===== config.mk =====
export PLATFORM = sky130hd
export DESIGN_NAME = mac_chain_ctrl
export DESIGN_NICKNAME = d
export VERILOG_FILES = /design/src/rtl/mac_chain_ctrl.sv
export SDC_FILE = /design/constraint.sdc
export NUM_CORES = 1
export LEC_CHECK = 0
export ABC_AREA = 1
export ABC_CLOCK_PERIOD_IN_PS = 3000
export CORE_MARGIN = 1.5
export CORE_UTILIZATION = 60
export DETAILED_ROUTE_END_ITERATION = 12
export GPL_TIMING_DRIVEN = 0
export PLACE_DENSITY = 0.81
export SYNTH_ARGS = -nofsm -noshare
export SYNTH_HDL_FRONTEND = slang
export SYNTH_SLANG_ARGS = --single-unit

===== constraint.sdc =====
create_clock -name DSP_clk -period 3 [get_ports DSP_clk]
set_clock_uncertainty 0.05 [all_clocks]
set_input_delay 0.9 -clock DSP_clk [delete_from_list [all_inputs] [get_ports DSP_clk]]
set_output_delay 0.9 -clock DSP_clk [all_outputs]
set_load 0.01 [all_outputs]

===== src/rtl/mac_chain_ctrl.sv =====
`default_nettype none
// ============================================================================
// Module      : mac_chain_ctrl
// Description : Job controller for a cascade of CHAIN_LEN MAC PEs. It accepts
//               cfg_len feature beats, skews a per-stage pulse down the chain
//               and tracks results until the last one leaves the final stage.
//               Optional abort input enabled by macro MAC_CHAIN_CTRL_ABORT_EN.
// Revision    : 1.0 - initial release
// ============================================================================
module mac_chain_ctrl #(
    parameter int CHAIN_LEN = 9,
    parameter int CNT_WIDTH = 16
) (
    input  logic                 DSP_clk,
    input  logic                 rst,
    input  logic                 start,
    input  logic [CNT_WIDTH-1:0] cfg_len,
    output logic                 busy,
    input  logic                 in_valid,
    output logic                 in_ready,
    output logic [CHAIN_LEN-1:0] pe_pulse,
    output logic                 out_valid,
    output logic                 done
`ifdef MAC_CHAIN_CTRL_ABORT_EN
    ,
    input  logic                 abort
`endif
);

    typedef enum logic [1:0] {
        S_IDLE  = 2'd0,
        S_RUN   = 2'd1,
        S_DRAIN = 2'd2,
        S_DONE  = 2'd3
    } state_t;

    state_t                 r_state;
    logic                   r_busy;
    logic                   r_done;
    logic [CNT_WIDTH-1:0]   r_len;
    logic [CNT_WIDTH-1:0]   r_acc_cnt;
    logic [CNT_WIDTH-1:0]   r_pend_cnt;
    // Bit k holds the pulse for stage k; the two bits past the chain model
    // the last PE's two-cycle latency and feed out_valid.
    logic [CHAIN_LEN+1:1]   r_sr;

    logic                   w_accept;
    logic                   w_last_accept;
    logic                   w_last_result;
    logic                   w_abort;

`ifdef MAC_CHAIN_CTRL_ABORT_EN
    assign w_abort = abort && ((r_state == S_RUN) || (r_state == S_DRAIN));
`else
    assign w_abort = 1'b0;
`endif

    assign in_ready      = (r_state == S_RUN) && (r_acc_cnt < r_len);
    assign w_accept      = in_valid && in_ready;
    assign w_last_accept = w_accept && (r_acc_cnt == r_len - CNT_WIDTH'(1));
    assign out_valid     = r_sr[CHAIN_LEN+1];
    // No beats are accepted in DRAIN, so a single outstanding result is the last.
    assign w_last_result = out_valid && (r_pend_cnt == CNT_WIDTH'(1));
    assign busy          = r_busy;
    assign done          = r_done;

    generate
        if (CHAIN_LEN == 1) begin : g_pe_single
            assign pe_pulse = w_accept;
        end else begin : g_pe_multi
            assign pe_pulse = {r_sr[CHAIN_LEN-1:1], w_accept};
        end
    endgenerate

    always_ff @(posedge DSP_clk or posedge rst) begin
        if (rst) begin
            r_state    <= S_IDLE;
            r_busy     <= 1'b0;
            r_done     <= 1'b0;
            r_len      <= '0;
            r_acc_cnt  <= '0;
            r_pend_cnt <= '0;
            r_sr       <= '0;
        end else if (w_abort) begin
            r_state    <= S_IDLE;
            r_busy     <= 1'b0;
            r_done     <= 1'b0;
            r_acc_cnt  <= '0;
            r_pend_cnt <= '0;
            r_sr       <= '0;
        end else begin
            r_sr   <= {r_sr[CHAIN_LEN:1], w_accept};
            r_done <= 1'b0;

            if (w_accept && !out_valid) begin
                if (r_pend_cnt != '1) begin
                    r_pend_cnt <= r_pend_cnt + CNT_WIDTH'(1);
                end
            end else if (!w_accept && out_valid && (r_pend_cnt != '0)) begin
                r_pend_cnt <= r_pend_cnt - CNT_WIDTH'(1);
            end

            if (w_accept) begin
                r_acc_cnt <= r_acc_cnt + CNT_WIDTH'(1);
            end

            case (r_state)
                S_IDLE: begin
                    if (start) begin
                        r_len     <= cfg_len;
                        r_acc_cnt <= '0;
                        r_busy    <= 1'b1;
                        if (cfg_len == '0) begin
                            r_state <= S_DONE;
                            r_done  <= 1'b1;
                        end else begin
                            r_state <= S_RUN;
                        end
                    end
                end
                S_RUN: begin
                    if (w_last_accept) begin
                        r_state <= S_DRAIN;
                    end
                end
                S_DRAIN: begin
                    if (w_last_result) begin
                        r_state <= S_DONE;
                        r_done  <= 1'b1;
                    end
                end
                S_DONE: begin
                    r_state <= S_IDLE;
                    r_busy  <= 1'b0;
                end
                default: begin
                    r_state <= S_IDLE;
                    r_busy  <= 1'b0;
                end
            endcase
        end
    end

endmodule
`default_nettype wire


==> impl_metrics.prom, run 1 <==
# TYPE chip_impl_metric gauge
chip_impl_metric{name="drt-pass1-iter-count",unit=""} 5
chip_impl_metric{name="flop_and_latch_count_out_of_synthesis",unit=""} 62
chip_impl_metric{name="routabilityCongestion",unit=""} 0.981
chip_impl_info{name="clk_root_buffer_cell",value="sky130_fd_sc_hd__clkbuf_8"} 1
chip_impl_metric{name="drv.max_cap_violation_count",unit=""} 0
chip_impl_metric{name="die_width",unit="µm"} 90.5
chip_impl_info{name="timing.critical_path.to_type",value="primary output"} 1
chip_impl_metric{name="syn_to_final_growth",unit="%"} 21.2
chip_impl_metric{name="start_util",unit=""} 0.627
chip_impl_metric{name="met1_wl",unit="mm"} 5.26
chip_impl_metric{name="final_critical_path_setup_slack",unit="ps"} 45.8
chip_impl_metric{name="port_buffers",unit=""} 32
chip_impl_info{name="critical_path_class",value="flop to primary output"} 1
chip_impl_metric{name="final_cell_count_no_fill",unit=""} 807
chip_impl_metric{name="hpwl",unit="mm"} 8.73
chip_impl_metric{name="drt-total-wl",unit="mm"} 12.5
chip_impl_metric{name="max_freq",unit="MHz"} 339
chip_impl_metric{name="placement_rows",unit=""} 31
chip_impl_metric{name="dr.first_iter.drc_count",unit=""} 441
chip_impl_metric{name="first_global_vias",unit=""} 4259
chip_impl_info{name="outcome",value="completed"} 1
chip_impl_metric{name="timing.final.setup_violations",unit=""} 0
chip_impl_metric{name="fin_hold_ws",unit="ps"} 304
chip_impl_metric{name="final_total_power",unit="µW"} 1830
chip_impl_metric{name="synth-warning-count",unit=""} 0
chip_impl_metric{name="average_wire_per_standard_cell",unit="µm"} 15.5
chip_impl_metric{name="synth_cells",unit=""} 637
chip_impl_metric{name="layout-drive-gt1-share",unit=""} 0.148
chip_impl_info{name="worst_hold_path_type",value="flop to flop"} 1
chip_impl_metric{name="grt_first_pass_wirelength",unit="mm"} 19.9
chip_impl_metric{name="dp.cells",unit=""} 769
chip_impl_metric{name="dpl_worst_slack",unit="ps"} -468
chip_impl_metric{name="path_clk_slew",unit="ps"} 70
chip_impl_metric{name="timing.final.crit_share",unit=""} 0.985
chip_impl_metric{name="cts_htree_levels",unit=""} 3
chip_impl_metric{name="min_period",unit="ps"} 2950
chip_impl_metric{name="required",unit="ps"} 2050
chip_impl_metric{name="finalHoldViolations",unit=""} 0
chip_impl_metric{name="synth_area_per_cell",unit="µm²"} 7.22
chip_impl_info{name="netlist.top_cell.by_area",value="sky130_fd_sc_hd__dfrtp_1"} 1
chip_impl_metric{name="total_inserted_antenna_cells",unit=""} 0
chip_impl_metric{name="seq_area_frac_synth",unit=""} 0.338
chip_impl_metric{name="wl_met3",unit="mm"} 1.14
chip_impl_metric{name="grt_max_degree",unit=""} 35
chip_impl_metric{name="worst-endpoint-arrival",unit="ps"} 2000
chip_impl_metric{name="worst_slew_pin_slew",unit="ps"} 655
chip_impl_metric{name="globalRouteOverflowTotal",unit=""} 0
chip_impl_metric{name="synth_fp_nets",unit=""} 683
chip_impl_metric{name="antenna_violations_before_repair",unit=""} 0
chip_impl_metric{name="vias_post_dr",unit=""} 4537
chip_impl_metric{name="met2_wirelength",unit="mm"} 5.71
chip_impl_metric{name="chipHeight",unit="µm"} 90.5
chip_impl_metric{name="placeableCoreArea",unit="µm²"} 7330
chip_impl_metric{name="final_antenna_net_count",unit=""} 0
chip_impl_metric{name="p_per_area",unit="nW/µm²"} 328
chip_impl_info{name="cts_tree",value="built"} 1
chip_impl_metric{name="grt_use_total",unit=""} 0.305
chip_impl_info{name="critPathLaunchType",value="flop"} 1
chip_impl_info{name="rsz0062_at_grt",value="yes"} 1
chip_impl_metric{name="synth_top_cell_area_share",unit=""} 0.338
chip_impl_metric{name="synthesis.area",unit="µm²"} 4600
chip_impl_metric{name="worstSkewPairLatency",unit="ps"} 340
chip_impl_metric{name="cts_max_path_buffers",unit=""} 2
chip_impl_metric{name="vias_per_cell",unit=""} 5.62
chip_impl_metric{name="finalMaxSlewViolations",unit=""} 0
chip_impl_metric{name="netlist-cell-type-count",unit=""} 40
chip_impl_info{name="top_layer",value="met4"} 1
chip_impl_metric{name="relSlewSlack",unit=""} 0.563
chip_impl_metric{name="io_pins",unit=""} 33
chip_impl_metric{name="vdd_drop_max",unit="V"} 0.000321
chip_impl_metric{name="cts_inserted_buffers",unit=""} 9
chip_impl_metric{name="post-route-drc-count",unit=""} 0
chip_impl_metric{name="critPathMaxFanout",unit=""} 5
chip_impl_info{name="synth_top_cells_by_area",value="sky130_fd_sc_hd__dfrtp_1, sky130_fd_sc_hd__nand2_1, sky130_fd_sc_hd__ha_1"} 1
chip_impl_metric{name="cts_num_sinks",unit=""} 62
chip_impl_metric{name="leakage",unit="µW"} 0.00263
chip_impl_metric{name="num-nets-final",unit=""} 749
chip_impl_metric{name="floorplan.die_area",unit="µm²"} 8200
==> layer usage <==
| layer | up-vias | track usage |
|---|---|---|
| li1 | 2172 | - |
| met1 | 2089 | 0.417 |
| met2 | 231 | 0.467 |
| met3 | 45 | 0.0715 |
| met4 | 0 | 0.122 |
| met5 | - | 0 |
==> area by class of cell <==
cell class / instances / area (µm²)
Clock inverter: 3 / 90.1
Inverter: 84 / 323
Buffer: 25 / 164
Clock buffer: 13 / 159
Multi-Input combinational cell: 466 / 2650
Tap cell: 99 / 124
Timing Repair Buffer: 55 / 500
Sequential cell: 62 / 1560
Fill cell: 537 / 1760
==> repair_timing <==
action,4_1_cts,5_1_grt
setup buffers,11,11
setup endpoints to repair,2,2
hold buffers,0,0
pin swaps,2,1
gates resized for setup,16,16
==> worst paths after layout <==
check / startpoint / cells past startpoint / slack (ps) / end
hold reg to reg: r_sr[9] / 0 / 300 / r_sr[10]
setup / recovery: r_acc_cnt[5] / 9 / 50 / pe_pulse[0]
hold / removal: r_sr[9] / 0 / 300 / r_sr[10]
max in group asynchronous: rst / 3 / 1330 / r_acc_cnt[5]
min in group asynchronous: rst / 2 / 920 / r_pend_cnt[8]
setup reg to reg: r_acc_cnt[5] / 15 / 450 / r_pend_cnt[4]
==> power breakdown <==
part	total (µW)	leakage, µW	internal (µW)	switching, µW
registers	835	0.000694	835	0
clock network	939	0.000124	599	340
logic	52.0	0.00182	25.5	26.4
==> Yosys cell counts, drive strengths merged <==
| master | instances |
|---|---|
| nand2 | 172 |
| nand4 | 7 |
| o22ai | 1 |
| ha | 26 |
| dfrtp | 62 |
| a22oi | 1 |
| nor2 | 55 |
| and2 | 2 |
| o211ai | 1 |
| o21a | 1 |
| clkinv | 1 |
| nor4 | 13 |
| or2 | 2 |
| nand3 | 48 |
| nand3b | 2 |
| buf | 18 |
| xor2 | 35 |
| o21ai | 58 |
| nor3 | 13 |
| xnor3 | 1 |
| and3 | 1 |
| clkbuf | 7 |
| xnor2 | 9 |
| inv | 83 |
| o21bai | 1 |
| a21oi | 17 |
==> sequential cells by signal (all words and copies together) (netlist names) <==
name / count
r_state: 2
r_pend_cnt: 16
busy: 1
r_len: 16
r_acc_cnt: 16
r_sr: 10
done: 1
==> critical path, cell delays in order (launching register included) <==
cell and delay, ps:
sky130_fd_sc_hd__dfrtp_2 460, sky130_fd_sc_hd__ha_1 310, sky130_fd_sc_hd__a21oi_1 160, sky130_fd_sc_hd__o21a_1 160
sky130_fd_sc_hd__nand2_2 80, sky130_fd_sc_hd__nand2_2 80, sky130_fd_sc_hd__nand3_4 110, sky130_fd_sc_hd__inv_8 90
sky130_fd_sc_hd__buf_4 90, sky130_fd_sc_hd__clkbuf_2 120
==> stage by stage <==
stage	utilization	setup TNS, ps	instance area [µm²]
3_5_place_dp	0.690	-468	5060
4_1_cts	0.740	-120	5430
3_3_place_gp	0.688	-38370	5040
5_1_grt	0.760	-16.7	5570
6_report	0.760	0	5570
2_1_floorplan	-	0	4600
==> cells in the final DEF, fill, tap and decap left out, types with 3 or more instances in the layout <==
| cell type | synthesis | routed |
|---|---|---|
| sky130_fd_sc_hd__nand2_1 | 170 | 168 |
| sky130_fd_sc_hd__inv_1 | 80 | 76 |
| sky130_fd_sc_hd__dfrtp_1 | 62 | 55 |
| sky130_fd_sc_hd__nor2_1 | 53 | 52 |
| sky130_fd_sc_hd__nand3_1 | 46 | 45 |
| sky130_fd_sc_hd__o21ai_0 | 43 | 42 |
| sky130_fd_sc_hd__xor2_1 | 35 | 35 |
| sky130_fd_sc_hd__buf_4 | 11 | 33 |
| sky130_fd_sc_hd__clkdlybuf4s50_1 | 0 | 30 |
| sky130_fd_sc_hd__ha_1 | 26 | 22 |
| sky130_fd_sc_hd__a21oi_1 | 17 | 13 |
| sky130_fd_sc_hd__nor3_1 | 12 | 12 |
| sky130_fd_sc_hd__nor4_1 | 11 | 11 |
| sky130_fd_sc_hd__clkbuf_8 | 0 | 11 |
| sky130_fd_sc_hd__o21ai_2 | 9 | 9 |
| sky130_fd_sc_hd__xnor2_1 | 9 | 9 |
| sky130_fd_sc_hd__clkbuf_1 | 6 | 8 |
| sky130_fd_sc_hd__inv_2 | 3 | 7 |
| sky130_fd_sc_hd__nand4_1 | 7 | 7 |
| sky130_fd_sc_hd__dfrtp_2 | 0 | 7 |
| sky130_fd_sc_hd__o21ai_1 | 5 | 6 |
| sky130_fd_sc_hd__buf_2 | 4 | 4 |
| sky130_fd_sc_hd__a21oi_2 | 0 | 4 |
| sky130_fd_sc_hd__ha_4 | 0 | 4 |
| sky130_fd_sc_hd__buf_6 | 3 | 3 |
| sky130_fd_sc_hd__nand2_2 | 1 | 3 |
| sky130_fd_sc_hd__bufinv_16 | 0 | 3 |
==> cell families after synthesis <==
logic type | Yosys count | share of synthesized area
DFF | 62 | 0.338
xor gates and xnor gates | 45 | 0.0887
AOI/OAI and AO/OA | 80 | 0.0994
and+or+nand+nor | 315 | 0.299
adders and majority gates | 26 | 0.0708
buffers and inverters | 109 | 0.104
No activity file was read; power rests on OpenSTA's default activity.
==> inputs of run 2 (changes only) <==
--- a/constraint.sdc
+++ b/constraint.sdc
@@ -4,2 +4,2 @@
 set_output_delay 0.9 -clock DSP_clk [all_outputs]
-set_load 0.01 [all_outputs]
+set_load 0.1 [all_outputs]
==> impl_metrics.prom, run 2 (synthesis results as in run 1) <==
# TYPE chip_impl_metric gauge
chip_impl_metric{name="critPathMaxStageDelay",unit="ps"} 380
chip_impl_metric{name="dpl_worst_slack",unit="ps"} -1020
chip_impl_metric{name="worst_r2r_path_depth",unit=""} 17
chip_impl_metric{name="antenna_violations_before_repair",unit=""} 0
chip_impl_metric{name="cts_htree_levels",unit=""} 3
chip_impl_metric{name="timing.final.setup_violations",unit=""} 0
chip_impl_info{name="cts_tree",value="built"} 1
chip_impl_metric{name="timing.final.crit_share",unit=""} 0.983
chip_impl_info{name="hold-path-endpoint",value="r_sr[10]"} 1
chip_impl_metric{name="io_pins",unit=""} 33
chip_impl_metric{name="p_per_area",unit="nW/µm²"} 325
chip_impl_metric{name="post-route-drc-count",unit=""} 0
chip_impl_metric{name="layout-drive-gt1-share",unit=""} 0.161
chip_impl_metric{name="grt_use_total",unit=""} 0.308
chip_impl_info{name="crit_path_cell_trace",value="inv_2 -> ha_1 -> nand2_1 -> inv_1 -> o21ai_1 -> a21oi_2 -> nor2_4 -> and2_1 -> buf_6"} 1
chip_impl_metric{name="grt_max_degree",unit=""} 35
chip_impl_metric{name="finalHoldViolations",unit=""} 0
chip_impl_metric{name="switching_power_share_of_the_total",unit=""} 0.202
chip_impl_metric{name="port_buffers",unit=""} 32
chip_impl_info{name="worst_hold_path_type",value="flop to flop"} 1
chip_impl_metric{name="worst_hold_path.num_cells",unit=""} 0
chip_impl_metric{name="worst-endpoint-arrival",unit="ps"} 2000
chip_impl_info{name="commonest_non_fill_non_tap_cell_in_the_layout",value="sky130_fd_sc_hd__nand2_1"} 1
chip_impl_metric{name="syn_to_final_growth",unit="%"} 22.5
chip_impl_metric{name="min_period",unit="ps"} 2950
chip_impl_info{name="critical_path_class",value="flop to primary output"} 1
chip_impl_metric{name="p_sw",unit="µW"} 370
chip_impl_info{name="commonest_non_fill_non_tap_cells_in_the_layout",value="sky130_fd_sc_hd__nand2_1, sky130_fd_sc_hd__inv_1, sky130_fd_sc_hd__dfrtp_1"} 1
chip_impl_info{name="outcome",value="completed"} 1
chip_impl_metric{name="first_global_vias",unit=""} 4247
chip_impl_metric{name="worstSkewPairLatency",unit="ps"} 350
chip_impl_metric{name="start_util",unit=""} 0.627
chip_impl_metric{name="register_area",unit="µm²"} 1560
chip_impl_metric{name="required",unit="ps"} 2050
chip_impl_metric{name="cts_num_sinks",unit=""} 62
chip_impl_metric{name="seq_power_share",unit=""} 0.457
chip_impl_info{name="worstSetupStartpoint",value="r_len[11]"} 1
chip_impl_metric{name="worst_slew_pin_slew",unit="ps"} 974
chip_impl_metric{name="floorplan.die_area",unit="µm²"} 8200
chip_impl_metric{name="routabilityCongestion",unit=""} 0.981
chip_impl_metric{name="relSlewSlack",unit=""} 0.349
chip_impl_metric{name="drt-pass1-iter-count",unit=""} 5
chip_impl_metric{name="final_antenna_net_count",unit=""} 0
chip_impl_metric{name="rrSetupSlack",unit="ps"} 420
chip_impl_metric{name="vias_post_dr",unit=""} 4534
chip_impl_metric{name="critPathMaxFanout",unit=""} 3
chip_impl_metric{name="chipHeight",unit="µm"} 90.5
chip_impl_metric{name="internal_power_of_the_cells",unit="µW"} 1460
chip_impl_metric{name="cts_hold_repair_buffers",unit=""} 0
chip_impl_metric{name="stdcell_area",unit="µm²"} 5630
chip_impl_metric{name="number_of_filler_instances_in_the_final_layout",unit=""} 526
chip_impl_metric{name="totalNegativeSetupSlack",unit="ps"} 0
chip_impl_metric{name="placement_rows",unit=""} 31
chip_impl_info{name="largest_registers",value="r_acc_cnt: 16 flops, r_len: 16 flops, r_pend_cnt: 16 flops"} 1
chip_impl_metric{name="globalRouteOverflowTotal",unit=""} 0
chip_impl_info{name="origin_of_the_worst_min_delay_path",value="r_sr[9]"} 1
chip_impl_info{name="clk_root_buffer_cell",value="sky130_fd_sc_hd__clkbuf_8"} 1
chip_impl_metric{name="placeableCoreArea",unit="µm²"} 7330
chip_impl_info{name="worstReg2RegEnd",value="r_pend_cnt[4]"} 1
chip_impl_metric{name="final_critical_path_setup_slack",unit="ps"} 51.7
chip_impl_metric{name="critical_path.n_buffers_inverters",unit=""} 3
chip_impl_metric{name="total_inserted_antenna_cells",unit=""} 0
chip_impl_metric{name="cts_inserted_buffers",unit=""} 9
chip_impl_metric{name="vias_per_cell",unit=""} 5.60
chip_impl_metric{name="max_freq",unit="MHz"} 339
chip_impl_metric{name="grt_first_pass_wirelength",unit="mm"} 20.0
chip_impl_metric{name="drv.max_cap_violation_count",unit=""} 0
chip_impl_metric{name="dr.first_iter.drc_count",unit=""} 392
chip_impl_metric{name="path_clk_slew",unit="ps"} 80
chip_impl_info{name="critPathLaunchType",value="flop"} 1
chip_impl_metric{name="vdd_drop_max",unit="V"} 0.000321
chip_impl_metric{name="post_route_utilization",unit=""} 0.768
chip_impl_metric{name="finalMaxSlewViolations",unit=""} 0
chip_impl_metric{name="detailed_place.area",unit="µm²"} 5060
chip_impl_metric{name="comb_pwr_share",unit=""} 0.029
chip_impl_metric{name="pwr-share-clk",unit=""} 0.515
chip_impl_metric{name="average_wire_per_standard_cell",unit="µm"} 15.6
chip_impl_metric{name="hpwl",unit="mm"} 8.73
chip_impl_metric{name="drt-total-wl",unit="mm"} 12.7
chip_impl_info{name="worst_path_dominant_cell_family",value="simple AND/OR/NAND/NOR gates"} 1
chip_impl_info{name="rr_startpoint",value="r_len[11]"} 1
chip_impl_metric{name="die_width",unit="µm"} 90.5
chip_impl_metric{name="cts_max_path_buffers",unit=""} 2
chip_impl_metric{name="num-nets-final",unit=""} 751
chip_impl_metric{name="leakage",unit="µW"} 0.00264
chip_impl_info{name="timing.critical_path.to_type",value="primary output"} 1
chip_impl_info{name="cpMaxStageDelayCell",value="sky130_fd_sc_hd__dfrtp_1"} 1
chip_impl_metric{name="multi_input_area",unit="µm²"} 2680
-- run 2: changes by cell type in the layout (fill, tap and decap cells not counted), sizes merged --
cell           before  now
buf                41   45
clkbuf             21   20
clkdlybuf4s15       1    0
-- run 2: worst max-delay path by stage --
stage | cells past startpoint | slack (ps) | endpoint
6_report | 9 | 50 | in_ready
5_1_grt | 9 | -3 | in_ready
4_1_cts | 10 | 2 | pe_pulse[0]
3_5_place_dp | 5 | -1020 | pe_pulse[0]
3_3_place_gp | 5 | -1000 | pe_pulse[0]
2_1_floorplan | 8 | 170 | in_ready
-- run 2: what timing repair did --
action / CTS / global route
buffers inserted: 16 / 9
pin swaps: 1 / 8
gates cloned: 0 / 0
setup endpoints to repair: 2 / 2
endpoints found under the hold margin: 0 / 0
gates resized for setup: 29 / 22
-- run 2: per-layer routing --
| metal | up-vias | global-route usage | wire length [µm] | share of wire |
|---|---|---|---|---|
| li1 | 2170 | - | - | - |
| met1 | 2106 | 0.424 | 5410 | 0.43 |
| met2 | 231 | 0.480 | 5890 | 0.47 |
| met3 | 27 | 0.0673 | 1090 | 0.086 |
| met4 | 0 | 0.104 | 258 | 0.020 |
| met5 | - | 0 | 0 | 0 |
-- run 2: power groups by stage --
stage                     registers, µW  logic (µW)  clock network (µW)
after floorplan                     852        14.5                   0
after global placement              852        48.0                   0
after detailed placement            852        52.6                   0
after CTS                           835        52.9                 942
after global routing                835        57.2                 985
final                               835        52.2                 942
-- run 2: final cells by class --
type	count	share of cell area
Timing Repair Buffer	58	0.0958
Sequential cell	62	0.277
Buffer	24	0.0278
Clock buffer	13	0.0282
Inverter	84	0.0573
Multi-Input combinational cell	466	0.476
Clock inverter	3	0.0160
Tap cell	99	0.0220
-- run 2: per-stage QoR --
stage,instances,hold slack [ps],power [µW]
floorplan,637,281,866
global placement,768,285,900
detailed placement,769,292,904
CTS,801,309,1830
global route,809,321,1880
finish,809,304,1830
